`src/rtl/key_debounce_ctrl.sv`:
```
// Push-button debouncer: shared sample-tick prescaler, 2-flop synchronizers and
// one stability FSM per button producing a debounced level plus press/release pulses.
//
// state          | meaning
// ---------------+---------------------------------------------------------
// ST_RELEASED    | debounced level is 0, sample agrees
// ST_PRESS_CHK   | level 0, counting consecutive 1 samples toward a press
// ST_PRESSED     | debounced level is 1, sample agrees
// ST_RELEASE_CHK | level 1, counting consecutive 0 samples toward a release
module key_debounce_ctrl #(
   parameter int N_BTN        = 5,
   parameter int TICK_DIV     = 524288,
   parameter int STABLE_TICKS = 3
) (
   input  logic             clk_100MHz,
   input  logic             clr,
   input  logic [N_BTN-1:0] btn_in,
   output logic [N_BTN-1:0] btn_level,
   output logic [N_BTN-1:0] btn_press,
   output logic [N_BTN-1:0] btn_release,
   output logic             tick
);

   localparam int DIV_W = (TICK_DIV > 1) ? $clog2(TICK_DIV) : 1;
   localparam int CNT_W = $clog2(STABLE_TICKS + 1);

   localparam logic [DIV_W-1:0] DIV_LAST = DIV_W'(TICK_DIV - 1);
   localparam logic [CNT_W-1:0] CNT_DONE = CNT_W'(STABLE_TICKS);
   localparam logic [CNT_W-1:0] CNT_ONE  = CNT_W'(1);

   typedef enum logic [1:0] {
      ST_RELEASED,
      ST_PRESS_CHK,
      ST_PRESSED,
      ST_RELEASE_CHK
   } btn_state_t;

   logic [DIV_W-1:0] div_cnt;
   logic [N_BTN-1:0] sync_q1;
   logic [N_BTN-1:0] sync_q2;
   btn_state_t       state [N_BTN];
   logic [CNT_W-1:0] cnt   [N_BTN];

   always_ff @(posedge clk_100MHz) begin
      if (clr) begin
         div_cnt <= '0;
      end else if (div_cnt == DIV_LAST) begin
         div_cnt <= '0;
      end else begin
         div_cnt <= div_cnt + 1'b1;
      end
   end

   assign tick = (div_cnt == DIV_LAST);

   always_ff @(posedge clk_100MHz) begin
      if (clr) begin
         sync_q1 <= '0;
         sync_q2 <= '0;
      end else begin
         sync_q1 <= btn_in;
         sync_q2 <= sync_q1;
      end
   end

   // Pulses default low every cycle, so they can only last the one cycle after a tick.
   always_ff @(posedge clk_100MHz) begin
      if (clr) begin
         for (int i = 0; i < N_BTN; i++) begin
            state[i] <= ST_RELEASED;
            cnt[i]   <= '0;
         end
         btn_level   <= '0;
         btn_press   <= '0;
         btn_release <= '0;
      end else begin
         btn_press   <= '0;
         btn_release <= '0;
         if (tick) begin
            for (int i = 0; i < N_BTN; i++) begin
               case (state[i])
                  ST_RELEASED: begin
                     if (sync_q2[i]) begin
                        state[i] <= ST_PRESS_CHK;
                        cnt[i]   <= CNT_ONE;
                     end
                  end
                  ST_PRESS_CHK: begin
                     if (!sync_q2[i]) begin
                        state[i] <= ST_RELEASED;
                        cnt[i]   <= '0;
                     end else if (cnt[i] + CNT_ONE == CNT_DONE) begin
                        state[i]     <= ST_PRESSED;
                        cnt[i]       <= '0;
                        btn_level[i] <= 1'b1;
                        btn_press[i] <= 1'b1;
                     end else begin
                        cnt[i] <= cnt[i] + CNT_ONE;
                     end
                  end
                  ST_PRESSED: begin
                     if (!sync_q2[i]) begin
                        state[i] <= ST_RELEASE_CHK;
                        cnt[i]   <= CNT_ONE;
                     end
                  end
                  ST_RELEASE_CHK: begin
                     if (sync_q2[i]) begin
                        state[i] <= ST_PRESSED;
                        cnt[i]   <= '0;
                     end else if (cnt[i] + CNT_ONE == CNT_DONE) begin
                        state[i]       <= ST_RELEASED;
                        cnt[i]         <= '0;
                        btn_level[i]   <= 1'b0;
                        btn_release[i] <= 1'b1;
                     end else begin
                        cnt[i] <= cnt[i] + CNT_ONE;
                     end
                  end
                  default: begin
                     state[i] <= ST_RELEASED;
                     cnt[i]   <= '0;
                  end
               endcase
            end
         end
      end
   end

endmodule

```
`config.mk`:
```
export PLATFORM = sky130hd
export DESIGN_NAME = key_debounce_ctrl
export DESIGN_NICKNAME = d
export VERILOG_FILES = /design/src/rtl/key_debounce_ctrl.sv
export SDC_FILE = /design/constraint.sdc
export NUM_CORES = 1
export LEC_CHECK = 0
export CORE_ASPECT_RATIO = 0.6
export CORE_UTILIZATION = 53
export DETAILED_ROUTE_END_ITERATION = 12
export GPL_TIMING_DRIVEN = 0
export PLACE_DENSITY_LB_ADDON = 0.12
export SYNTH_ARGS = -nofsm -noshare
export SYNTH_HDL_FRONTEND = slang
export SYNTH_SLANG_ARGS = --single-unit
```
`constraint.sdc`:
```
create_clock -name clk_100MHz -period 6.33 [get_ports clk_100MHz]
set_input_delay 0.9495 -clock clk_100MHz [delete_from_list [all_inputs] [get_ports clk_100MHz]]
set_output_delay 0.9495 -clock clk_100MHz [all_outputs]
set_load 0.02 [all_outputs]
```
Word level (Yosys, flattened, before mapping)
Memories as Yosys holds them, arrays and structs flattened.
Cells that the tools add are included.
{ "op_classes": {"reduce_logical": 17, "addsub": 6, "div": 0, "order_cmp": 0, "n_mux": 297, "bitwise_logic": 71, "n_shift": 0, "eq_ne": 41, "mul": 0} }
{ "ops": {"columns": ["op", "count"], "rows": [
  ["1-bit 2-to-1 mux", 222],
  ["2-bit 2-to-1 mux", 70],
  ["1-bit bitwise OR", 70],
  ["2-bit != test (second input constant)", 20],
  ["2-bit equality test (second input constant)", 15],
  ["6-bit AND reduction", 5],
  ["19-bit by 1-bit adder with 19-bit output (second input constant)", 1],
  ["19-bit equality test (second input constant)", 1],
  ["2-bit by 1-bit adder with 2-bit output (second input constant)", 5],
  ["2-bit by 1-bit equality test with 1-bit output (second input constant)", 5],
  ["2-bit zero test", 5],
  ["1-bit case mux with 2 select lines", 5],
  ["2-bit nonzero test", 5],
  ["2-bit OR reduction", 2],
  ["1-bit inverter", 1]
]} }
{ "word_totals": {"elab_cells": 444, "n_memories": 2, "latchBits": 0, "ff_bits": 44, "mem_bits_rw": 20, "out_inout_bits": 16, "input_bits": 7, "romBits": 0} }
{ "memory_table": {"columns": ["memory", "words", "word_bits", "read_ports", "rd_clocked_by_memory_dff", "write_ports", "line_no", "source"], "rows": [
  ["cnt", 5, 2, 5, 0, 5, "42", "logic [CNT_W-1:0] cnt [N_BTN];"],
  ["state", 5, 2, 5, 0, 5, "41", "btn_state_t state [N_BTN];"]
]} }

Logic depth before layout (Yosys ltp)
{ "logic_depth": {"depth_word": 14, "mapped_depth": 7, "depth_no_buf": 7} }

Least setup slack after synthesis
OpenSTA, ideal clock, no wires.
{ "synth_path": {"path_type": "register -> output", "start": "register div_cnt[0]", "end": "output tick", "path_stages_with_launch": 6, "t_arrival_ns": 1.452, "n_path_buf": 0, "setup_slack_ns": 3.928, "required_ns": 5.380, "cell_sequence": "dfxtp_1 -> ha_1 -> nand3_2 -> nor4_4 -> nand3_4 -> inv_1"} }
{ "synth_via": {"elab_chain_len": 1} }
{ "synth_lines": {"columns": ["item", "line_no", "source"], "rows": [
  ["from (decl)", "38", "logic [DIV_W-1:0] div_cnt;"],
  ["from (signal assigned)", "50", "div_cnt <= div_cnt + 1'b1;"],
  ["19-bit equality test", "54", "assign tick = (div_cnt == DIV_LAST);"],
  ["to (decl)", "21", "output logic tick"]
]} }
Every way passes these cells.

Final worst setup path
Same ends and word-level chain as after synthesis.

==> impl_metrics.csv <==
group,metric,value,unit
sta,hold_viol,0,
grt,antenna_found_initial,0,
detailed_routing,highest_layer,"met4",
detailed_routing,antenna_violating_nets_post_route,0,
grt,total_global_routing_track_utilization,22.8,%
pwr,irDropWorstVdd,0.135,mV
sta,finalCritPeriodShare,55.9,%
sta,fmaxAchievable,283,MHz
detailed_routing,drtIter0Drc,129,
critical_path,worstSetupEndpoint,"tick",
critical_path,worst_setup_path_startpoint,"div_cnt[0]",
detailed_routing,drt_pre_antenna_iters,4,
clocking,postCtsHoldBufs,0,
synth,postSynthNetCount,306,
run_status,run_status,"complete, no violations",
grt,grt_max_degree,11,
synth,synth_area_per_cell,9.82,sq um
layout,layout.nets,339,
sta,setup_violations,0,
grt,vias_in_the_first_global_route,1912,
detailed_routing,wl_met1,3.09,mm
clocking,tritoncts,"done",
synth,synth.distinct_cells,40,
pwr,total_leakage_power,1.22,nW
pwr,proportion_of_power_drawn_by_flip_flops_and_latches,54.1,%
synth,postSynthCellCount,293,
clocking,post_cts_buffers,0,
critical_path,timing.reg2reg.worst_path_depth,6,
clocking,cts_sinks,64,
die,die-area,5740,sq um
die,dieHeight,59.1,um
layout,share_of_cells_above_drive_strength_1,6.65,%
sta,worst_slack,2.79,ns
clocking,cts-root-buf,"clkbuf_8",
sta,setup_tns,0,ns
job,max_cap_viol_count,0,
detailed_routing,wire_per_inst,14.7,um
grt,grt-ovfl-total,0,
layout,layout_commonest_cell,"dfxtp_1",
clocking,cts_htree_levels,3,
critical_path,end_kind,"output pin",
sta,max_slew_margin,41.7,%
clocking,worst_skew_pair_later_pin_latency,0.34,ns
clocking,clkTransAtPathRegs,0.07,ns
clocking,cts-buffers-inserted,9,
die,floorplan.rows,20,
critical_path,regToRegEndpoint,"state[1][0]",
pwr,switching_share,23.8,%
sta,worst_slew_pin_slew,0.867,ns
pwr,clock_power_share,37.9,%
pwr,powerDensity,246,nW/um^2
detailed_routing,detail_route.vias_per_cell,5.44,
die,fp.coreArea,5130,sq um
detailed_routing,dr_wl_met2,2.30,mm
hold_path,min-delay-path-class,"flip-flop to flip-flop",
place,detailed_place_hpwl,4.16,mm
synth,synthesis.yosys.warnings,0,
place,detailed_place.area,3180,sq um
pwr,pwr-share-comb,8.0,%
synth,synth_enable_flop_cells,20,
sta,clock_skews,0.0113,ns
synth,synth_flop_cell,"dfxtp_1",
synth,number_of_register_bits_inferred_by_synthesis,64,
critical_path,path_max_fanout,10,
detailed_routing,wl_met3,427,um
critical_path,critical_path.reg2reg.startpoint,"div_cnt[0]",
pwr,switching_power_total,0.197,mW
clocking,ctsResizeCount,0,
pwr,internal_power,0.630,mW
layout,antenna-diode-count,0,
place,globalplace.congestion,0.765,
layout,layout.cells.most_common_list,"dfxtp_1 (44), nor2_1 (30), nand2_1 (22), clkdlybuf4s50_1 (22), edfxtp_1 (20)",
critical_path,worst_ep_arrival_time,2.59,ns
sta,finalCriticalPeriod,3.54,ns
detailed_routing,vias,2158,
critical_path,worst-setup-path-type,"flip-flop to output pin",
synth,synth_cell_area,2880,sq um
synth,synth_sequential_area_ratio,51.5,%
grt,grt_first_pass_wirelength,9.74,mm
critical_path,worstSetupStartpointType,"flip-flop",
place,placement.setup.worst_slack,3.16,ns
critical_path,reg2reg_slack,3.90,ns
die,die_width,97.1,um
detailed_routing,wirelength_routed,5.82,mm
critical_path,cp.required,5.38,ns
sta,slew_viol_final,0,
place,place.port_buffers,22,
synth,async_reset_ff_share,0,%
die,initial_core_util,56.1,%
clocking,maximum_buffer_depth_of_the_clock_tree,2,
die,io_pins,23,
layout,final_area,3360,sq um
layout,syn2layout_area_growth,16.6,%
detailed_routing,drc_errors,0,
sta,rsz0062_at_grt,"false",
[synth_stat cells, drive strengths merged, types with 6 or more instances]
cell	n	area share (%)
dfxtp	44	31
nor2	30	3.9
nand2	22	2.9
edfxtp	20	21
nor2b	15	3.3
xor2	15	4.6
a21oi	13	2.3
inv	13	1.7
o21ai	13	2.3
nand3	11	2.5
clkbuf	9	1.2
nor4	9	2.5
xnor2	9	2.7
nor3	7	1.2
ha	6	2.6
nor3b	6	1.7
o31ai	6	1.6
or3	6	1.3
[sequential cells by signal (all words and copies together) (netlist names)]
| register | count |
|---|---|
| btn_press | 5 |
| div_cnt | 19 |
| btn_release | 5 |
| state | 10 |
| btn_level | 5 |
| sync_q2 | 5 |
| sync_q1 | 5 |
| cnt | 10 |
[cell families after synthesis]
logic type | after synthesis | share of synthesized area, %
DFF | 64 | 51.5
buffers and inverters | 24 | 3.22
xor gates and xnor gates | 24 | 7.30
muxes | 5 | 1.74
adders and majority gates | 6 | 2.61
and+or+nand+nor | 127 | 24.7
AOI/OAI and AO/OA | 43 | 8.96
[metal layers]
layer	up-vias	track usage [%]
li1	1094	-
met1	987	34.5
met2	75	30.5
met3	2	7.08
met4	0	7.46
met5	-	0
[power groups by stage]
stage | clock network (mW) | registers (mW) | logic, mW
after floorplan | 0 | 0.457 | 0.0414
after global placement | 0 | 0.456 | 0.0635
after detailed placement | 0 | 0.456 | 0.0653
after CTS | 0.319 | 0.448 | 0.0657
after global routing | 0.340 | 0.449 | 0.0738
final | 0.313 | 0.448 | 0.0660
[worst max-delay path, cell delays in order, from the launching register on]
cell and delay (ns):
dfxtp_1 0.39, ha_1 0.23, nand3_2 0.19, nor4_4 0.43, nand3_4 0.22, inv_1 0.17, clkdlybuf4s50_1 0.62
[cell type report]
type                    count  area (sq um)
plain buffers              11          43.8
flip-flops and latches     64          1480
well taps                  66          82.6
fillers                   425          1770
repair buffers             22           220
clock buffers              13           160
inverters                  13          48.8
multi-input cells         205          1300
clock inverters             3          15.0
[worst min path at each step]
stage	start	end	slack, ns	cells after the start
2_1_floorplan	sync_q1[0]	sync_q2[0]	0.41	1
3_3_place_gp	sync_q1[0]	sync_q2[0]	0.42	1
3_5_place_dp	sync_q1[3]	sync_q2[3]	0.43	1
4_1_cts	sync_q1[3]	sync_q2[3]	0.44	1
5_1_grt	sync_q1[2]	sync_q2[2]	0.46	1
6_report	sync_q1[3]	sync_q2[3]	0.44	1
[stage by stage]
| stage | hold slack [ns] | total power, mW | cells | util, % |
|---|---|---|---|---|
| global placement | 0.420 | 0.519 | 381 | 62.0 |
| global route | 0.461 | 0.863 | 397 | 65.4 |
| CTS | 0.442 | 0.833 | 397 | 65.4 |
| finish | 0.439 | 0.827 | 397 | 65.4 |
| floorplan | 0.414 | 0.499 | 293 | - |
| detailed placement | 0.427 | 0.522 | 381 | 62.0 |
Note: power is estimated with default switching activity, not from simulation.
